## src/rtl/tff_cell.sv

```systemverilog
// T flip-flop: the stored bit inverts on each rising clk edge while t is high.
// The asynchronous active-high reset clears it to 0.
module tff_cell (
    input  logic clk,
    input  logic reset,
    input  logic t,
    output logic q
);

    always_ff @(posedge clk or posedge reset) begin
        if (reset)
            q <= 1'b0;
        else
            q <= q ^ t;
    end

endmodule

```

## src/rtl/count_down_4bit.sv

```systemverilog
// 4-bit down counter built from T flip-flops, with parallel load, zero flag and borrow-out.
// The borrow-out can drive the enable of a second counter to form an 8-bit counter.
module count_down_4bit #(
    parameter bit STOP_AT_ZERO = 1'b0
) (
    input  logic       clk,
    input  logic       reset,
    input  logic       en,
    input  logic       load,
    input  logic [3:0] d,
    output logic [3:0] q,
    output logic       zero,
    output logic       bout
);

    wire [3:0] nq;
    wire [3:0] ct_raw;
    wire [3:0] ct;
    wire [3:0] lt;
    wire [3:0] t;
    wire       nz;
    wire       nload;
    wire       n01;
    wire       n012;

    not u_nq0 (nq[0], q[0]);
    not u_nq1 (nq[1], q[1]);
    not u_nq2 (nq[2], q[2]);
    not u_nq3 (nq[3], q[3]);

    // A bit toggles while counting down only when every lower bit is 0.
    assign ct_raw[0] = en;
    and u_n01  (n01, nq[0], nq[1]);
    and u_n012 (n012, n01, nq[2]);
    and u_ct1  (ct_raw[1], en, nq[0]);
    and u_ct2  (ct_raw[2], en, n01);
    and u_ct3  (ct_raw[3], en, n012);

    and u_zero (zero, n012, nq[3]);
    not u_nz   (nz, zero);
    not u_nld  (nload, load);
    and u_bout (bout, en, zero, nload);

    // In hold-at-zero mode the count toggles are blocked while q is 0.
    generate
        if (STOP_AT_ZERO) begin : g_stop
            and u_g0 (ct[0], ct_raw[0], nz);
            and u_g1 (ct[1], ct_raw[1], nz);
            and u_g2 (ct[2], ct_raw[2], nz);
            and u_g3 (ct[3], ct_raw[3], nz);
        end else begin : g_wrap
            assign ct = ct_raw;
        end
    endgenerate

    xor u_lt0 (lt[0], q[0], d[0]);
    xor u_lt1 (lt[1], q[1], d[1]);
    xor u_lt2 (lt[2], q[2], d[2]);
    xor u_lt3 (lt[3], q[3], d[3]);

    genvar i;
    generate
        for (i = 0; i < 4; i++) begin : g_bit
            assign t[i] = load ? lt[i] : ct[i];
            tff_cell u_tff (
                .clk   (clk),
                .reset (reset),
                .t     (t[i]),
                .q     (q[i])
            );
        end
    endgenerate

endmodule
```

## config.mk

```make
export PLATFORM = sky130hd
export DESIGN_NAME = count_down_4bit
export DESIGN_NICKNAME = d
export VERILOG_FILES = /design/src/rtl/tff_cell.sv /design/src/rtl/count_down_4bit.sv
export SDC_FILE = /design/constraint.sdc
export NUM_CORES = 1
export LEC_CHECK = 0
export ABC_AREA = 1
export CORE_AREA = 2 2 39 41
export CTS_CLUSTER_SIZE = 14
export DETAILED_ROUTE_END_ITERATION = 10
export DIE_AREA = 0 0 41 43
export HOLD_SLACK_MARGIN = 0.05
export PLACE_DENSITY = 0.52
export RECOVER_POWER = 25
export SLEW_MARGIN = 20
export SYNTH_ARGS = -nofsm -noshare
export SYNTH_HDL_FRONTEND = slang
export SYNTH_SLANG_ARGS = --single-unit
```

## constraint.sdc

```tcl
create_clock -name clk -period 2.2 [get_ports clk]
set_input_delay 0.33 -clock clk [delete_from_list [all_inputs] [get_ports clk]]
set_output_delay 0.33 -clock clk [all_outputs]
set_load 0.01 [all_outputs]
```

==> results.txt, run 1 <==
The flow ran to the end, and the final reports show no timing, DRC or antenna violations. The data arrival time at the worst-slack endpoint came out at 1630 ps. The critical path is of the primary input to primary output type. The die area is 1763 sq um.

The floorplan die height is 43 microns. The mean instance size in the synthesized netlist came out at 7.372 sq um. The instance count of the mapped netlist is 37. For this run, the top clock speed supported by timing is between 500 and 600 MHz. At the pin with the least slew margin, the transition time is roughly 270 ps.

The post-cts resize count came out at 0. The routability congestion estimate from global placement is 0.7282. The largest family of logic cells by synthesized area is simple AND/OR/NAND/NOR gates. In this run the count of I/O pins placed on the die edge is 14. The placed wire-length estimate after detailed placement came out at 482.1 microns. The horizontal die dimension is 41 microns. The count of flip-flops with a built-in enable after synthesis came out at 0. The hold violation total from the final report came out at 0. The total buffers and inverters traversed by the critical path came out at 2. The core region is 1384 sq um. In the finished design, the share of the clock period the worst path needs comes to 0.8930. The post-detailed-routing wire length is 572 microns.

The worst clock skew is between 2 and 2.5 ps. The clock net in this run drives a total of 4 sinks. The share of Yosys cell area claimed by the top area cell type came out at 0.3670. The number of inserted diodes came out at 0. Among cell families on the critical path, the largest total delay comes from buffers and inverters. The first TritonRoute pass finished after 2 iterations. Yosys printed 0 warnings.

The startpoint of the worst register-to-register path is g_bit[0].u_tff.q. The detail route stage leaves a number of antenna-violating nets equal to 0. g_bit.u_tff.q holds more flip-flops than any other register. The headroom to the max-slew limit is 0.8172. Setup repair after global routing left no endpoint under its margin. The slowest stage of the critical path belongs to the cell clkdlybuf4s50_1.

The number of buffers added for setup after CTS is 0. The sum of negative setup slack is 0 ps. Counting flops with an async set or reset pin after synthesis yields a share of 1.000. The first-pass GRT wire length came out at roughly 900 microns.

The total power of the final layout is 0.2458 mW. For this run, the slowest stage of the critical path takes 580 ps. Summed over all layers, the global routing overflow is 0. The type of the tightest min-delay check is primary input to asynchronous set/reset pin.

The routed wire length per instance came out at around 8.8 microns. The deepest clock path buffer count is 2. After layout, the worst setup slack is 235.5 ps. The clock network latency to the later pin of the worst-skew pair came out at approximately 230 ps. For this run, design rule violations remaining after detail routing come to 0.

The critical path goes through clkdlybuf4s50_1 > nand2_2 > nor2_4 > clkdlybuf4s50_1. The flop and latch count out of synthesis came out at 4. The pre-CTS setup slack is 229.8 ps. The starting density of the core is 0.1971.

STA classifies the critical path startpoint as a primary input. In this run the core area contains 14 standard-cell rows. The proportion of synthesized chip area in sequential cells is 0.3670.

When the netlist entered floorplanning its net count stood at 45. The number of slew-limit violations in the final report came out at 0. The fraction of the mapped netlist area in compound gates is 0.06422. The layout overhead on the synthesized area came out at 52.29%.

In this run the worst path has a maximum fanout of 5. In the final layout, the registers with the most flip-flops are g_bit.u_tff.q x4. After clock tree synthesis, the flow added hold-fix buffers numbering 0. The final core utilization came out at 0.3002.

The number of setup violations in the final report is 0. The most critical setup path has its startpoint at en. The maximum number of pins on one net before global-route repair came out at 9. The root cell of the clock tree is clkbuf_4. Of the cells placed in the final design, the portion with a size suffix greater than 1 is 0.1633. The mux share of post-synthesis cell area is 0. The register with the most flip-flops in the layout has 4 of them. The number of levels in the clock H-tree came out at 1.

The number of port buffers came out at 13. The post-synthesis adder-cell area fraction is 0. After synthesis, the cell types taking the most area are dfrtp_1 (37%), buf_4 (11%), nand2_1 (9.6%). By count the netlist is led by nand2_1 (7), nor2_1 (7), inv_1 (5). Dividing total power by cell area gives a power density of 591.8 nW/um^2. The number of maximum-capacitance violations came out at 0. dfrtp_1 takes more of the synthesized area than any other cell.

The TritonCTS buffer count is 3. The total via count in the routed design came out at roughly 260. The number of nets in the finished design came out at 59. The worst ir drop on vdd is 0.3136 mV. The via density per instance came out at ~4. STA classifies the critical path endpoint as a primary output. The TritonCTS clock tree is yes. The post-synthesis xor/xnor area fraction is 0. The synthesized-area fraction occupied by and/or/nand/nor cells is 0.3761. The worst register-to-register path has a depth of 3. The post-layout minimum cycle time is 1965 ps. The initial antenna violation count was 0. The register clock-pin slew on the reported worst setup and hold paths came out at 40 ps. The number of DRC violations after detailed-routing iteration 0 came out at 1.

The via count of the first global-routing pass came out at 237. By instance count, the cell type seen most on the critical path is clkdlybuf4s50_1. In this run the cell area of the synthesized design comes to 272.8 sq um. The aggregate global-route resource usage is 0.08459. The analysis attributes to cell leakage a power of 0.1897 nW.

The number of distinct library cell variants in the gate-level netlist after synthesis came out at 14. The top flip-flop cell by instance count after synthesis is dfrtp_1. For the worst setup path, the data required time is roughly 1900 ps. Counting buffers and inverters, the worst setup path is 4 cells deep.
[worst reg2reg max path, stage by stage (launching register included)]
cell     delay, ps
dfrtp_1        420
nor2_4         160
nand2_2         80
a31oi_1        190
[routing by layer]
layer / vias up / global-route usage / part of all wire
met3: 0 / 0.07853 / 0.10
met2: 8 / 0.1188 / 0.50
met4: 0 / 0.04000 / 0
met5: - / 0 / 0
met1: 114 / 0.08117 / 0.40
li1: 135 / - / -
[cell usage in the layout (no fill, tap or decap)]
master           netlist  final
nor4_1                 1      1
a21oi_1                1      1
nor2_4                 2      2
nand3_2                1      1
inv_1                  5      5
dfrtp_1                4      4
a31oi_1                1      1
dlygate4sd3_1          0      1
inv_2                  1      1
clkbuf_4               0      3
nand2_1                7      7
nand3_1                1      1
clkdlybuf4s50_1        0     12
o22ai_1                1      1
nor2_1                 7      7
nand2_2                1      1
[stage by stage]
step                hold slack [ps]  cell area, sq um  cells
detailed placement            527.1             392.9     62
finish                        414.5             415.4     65
global placement              523.9             392.9     62
CTS                           276.0             415.4     65
global route                  426.8             415.4     65
floorplan                     96.08             272.8     37
[cell families after synthesis]
family	Yosys count
AO/OA/AOI/OAI	3
flip-flops	4
AND/OR/NAND/NOR	20
buffers and inverters	10
[final timing paths]
| kind | end | slack [ps] |
|---|---|---|
| max | bout | 240 |
| min | g_bit[1].u_tff.q | 410 |
| max reg2reg | g_bit[1].u_tff.q | 1260 |
| min reg2reg | g_bit[3].u_tff.q | 580 |
| max in group asynchronous | g_bit[2].u_tff.q | 1640 |
| min in group clk | g_bit[3].u_tff.q | 580 |
[where the power goes]
part,internal [mW],total (mW),switching (mW)
Combinational,0.0363,0.0656,0.0293
Clock,0.0608,0.0880,0.0272
Sequential,0.0820,0.0922,0.0102
Total,0.179,0.246,0.0668
[layout make-up]
type / instances / area, sq um
multi-input cells: 23 / 120.1
clock buffers: 3 / 22.52
repair buffers: 13 / 130.1
fillers: 158 / 968.4
inverters: 6 / 22.52
flip-flops and latches: 4 / 100.1
well taps: 16 / 20.02
No activity file was read; power rests on OpenSTA's default activity.
==> run 2, diff against run 1 <==
--- a/config.mk
+++ b/config.mk
@@ -6,12 +6,13 @@
 export NUM_CORES = 1
 export LEC_CHECK = 0
 export ABC_AREA = 1
-export CORE_AREA = 2 2 39 41
+export CORE_AREA = 3 3 40 42
 export CTS_CLUSTER_SIZE = 14
 export DETAILED_ROUTE_END_ITERATION = 10
-export DIE_AREA = 0 0 41 43
+export DIE_AREA = 0 0 43 45
+export DONT_BUFFER_PORTS = 1
 export HOLD_SLACK_MARGIN = 0.05
-export PLACE_DENSITY = 0.52
+export PLACE_DENSITY = 0.38
 export RECOVER_POWER = 25
 export SLEW_MARGIN = 20
 export SYNTH_ARGS = -nofsm -noshare
==> run 2 against run 1 <==
Clock skew grew 4.1 ps. Setup slack gained 410 ps. Worst hold slack got worse by 170 ps. Wire length grew 9.1%. Sequential share of layout area is 9.9 points higher. Count of clock-buffer cells in the layout stayed put. Total power shrank 9.0%. Via count down 15%. Non-clock buffer count decreased by 12. Die area rose by 9.8%. Cell count shrank 20%. First-iteration DRC count shrank 100%.
==> results.txt, run 2 (synthesis results as in run 1) <==
The via count of the first global-routing pass is 206. The data required time of the critical path is 1870 ps. The number of remaining DRC errors is 0. The final clock period utilization by the worst path is 0.7058.

Summed over all failing endpoints, the final setup total negative slack is 0 ps. Dividing the detail-routed wire length by the instance count gives 12.00 microns. The highest clock rate is 644.0 MHz. The flip-flop count of the largest register, all copies and words added is 4.

Detailed placement finished with a half-perimeter wire length of 522.7 microns. The number of slew-limit violations in the final report is 0. Cell internal power was estimated by the tool at 0.1554 mW. The run finished with clean final reports. The met3 capacity usage during global routing came out at 0.05179. The initial antenna violation count is 0. The post-cts resize count came out at 0.

The number of search-and-repair iterations in the first detailed-routing pass came out at 1. The top fanout value on the critical path is 4. The leakage power of the design is 0.1437 nW. The top cell types in the final layout, fill and taps aside, are nor2_1 (7), nand2_1 (7), inv_1 (5). met2 is the most crowded layer. For this block, the initial DRC count from the detailed router was 0. The area of the core is between 1000 and 1500 sq um.

The tightest min-delay check is of the primary input to flop type. The kind of cell with the highest combined delay along the critical path is simple AND/OR/NAND/NOR gates. The count of filler cells inserted in the layout came out at about 160. The count of nets left with antenna violations after detail routing came out at 0. The starting density of the core is 0.2123. The hold violation total from the final report was 0.

The number of setup violations in the final report is 0. The post-detailed-routing wire length is around 620 microns. The critical path in this run is classified as flop to primary output. The aggregate global-route resource usage came out at 0.07602.

The number of inserted diodes is 0. The number of port buffers is 0. Setup repair after global routing left no endpoint under its margin. Routability-driven placement finished with a final weighted congestion of 0.6590. The number of nets in the finished design came out at 47.

The worst ir drop on vdd is 0.1270 mV. The longest individual stage delay on the worst path is 530 ps. The remaining global-route overflow came out at 0. The largest registers in the layout are g_bit.u_tff.q x4. The final core utilization is 0.2288. The via density per instance came out at around 4.2. For the pin with the worst max-slew slack, the measured transition is between 500 and 600 ps. The horizontal die dimension is around 43 microns. The clock arrives with roughly 6.4 ps of skew. The clock network latency to the later pin of the worst-skew pair is 240 ps. Across the run, the number of max-cap violations was 0. Counting along the longest clock path gives a buffer depth of 2. TritonCTS built the clock tree.

The layout overhead on the synthesized area is 7.798%. The headroom to the max-slew limit is 0.6554. Summing internal, switching and leakage power gives 0.2238 mW.

The total via count in the routed design is 218. The total I/O pin count is 14. The first global-routing pass estimated around 950 microns of wire. CTS placed an instance of clkbuf_4 at the clock tree root.

In the final layout, the share of cells above drive strength 1 is 0.2162. The final hold slack is ~250 ps. The share of total power dissipated in sequential elements is 0.435.

The combinational power share came out at 0.140. The die area is 1935 sq um. The worst setup path is launched from a flop. The TritonCTS buffer count came out at 3. After layout, the minimum clock period comes to approximately 1600 ps.

The clock share of power came out at 0.425. The tree built by TritonCTS fans out to 4 sinks. For met1 alone, demand over resource in global routing was 0.05596. Entering global routing, the biggest net connects 9 pins. The register clock-pin slew on the reported worst setup and hold paths is approximately 40 ps. The worst setup path is captured at a primary output. The number of levels in the clock H-tree is 1.

Data on the critical path arrives at its endpoint at 1220 ps. The total buffers and inverters traversed by the critical path came out at 0. The total power density per cell area is 761.2 nW/um^2.

The floorplan die height is 45 microns. The signal on the critical path passes through nor4_1. For met2 alone, demand over resource in global routing was 0.1198. The reported net switching power is 0.06841 mW. The switching part of the total is 0.3057. The slowest cell on the critical path is nor4_1. After floorplanning, the core was divided into 13 placement rows. g_bit.u_tff.q holds more flip-flops than any other register.
==> run 2: cell types whose count changed in the layout (fill, tap and decap cells not counted) <==
| cell | change |
|---|---|
| clkdlybuf4s50_1 | -12 |
==> run 2: final timing paths <==
kind / startpoint / slack (ps) / cells after the start / to
max: g_bit[0].u_tff.q / 650 / 1 / zero
min: d[0] / 250 / 2 / g_bit[0].u_tff.q
max reg2reg: g_bit[0].u_tff.q / 1190 / 5 / g_bit[3].u_tff.q
min reg2reg: g_bit[3].u_tff.q / 640 / 2 / g_bit[3].u_tff.q
max in group asynchronous: reset / 1610 / 2 / g_bit[2].u_tff.q
min in group asynchronous: reset / 420 / 2 / g_bit[3].u_tff.q
==> run 2: repair_timing <==
| item | CTS | global route |
|---|---|---|
| setup endpoints to repair | 0 | 0 |
| hold buffers | 1 | 0 |
| buffers inserted | 0 | 0 |
| hold endpoints to repair | 4 | 0 |
==> run 2: per-layer routing <==
layer,part of all wire,up-vias,routed length (microns)
met5,0,-,0
met4,0,0,0
met3,0.10,0,65
met2,0.54,7,337
met1,0.35,100,221
li1,-,111,-
==> run 2: per-stage QoR <==
step	cells	cell area (sq um)	setup WS, ps
after CTS	52	294.0	622.6
after floorplan	37	272.8	996.4
after global routing	52	294.0	495.6
after global placement	48	261.5	879.1
after detailed placement	48	261.5	883.9
final	52	294.0	647.3
==> run 2: cell type report <==
| type | count | area, sq um | area share |
|---|---|---|---|
| sequential | 4 | 100.1 | 0.3404 |
| multi-input combinational | 23 | 120.1 | 0.4085 |
| inverter | 6 | 22.52 | 0.07660 |
| clock buffer | 3 | 22.52 | 0.07660 |
| timing repair buffer | 1 | 10.01 | 0.03404 |
| tap | 15 | 18.77 | 0.06383 |
==> run 2: power by group through the flow <==
stage	Clock (mW)	Sequential, mW	Combinational, mW
CTS	0.0990	0.0980	0.0322
global route	0.106	0.0993	0.0361
floorplan	0	0.0911	0.0414
finish	0.0951	0.0973	0.0314
detailed placement	0	0.0989	0.0306
global placement	0	0.0982	0.0299
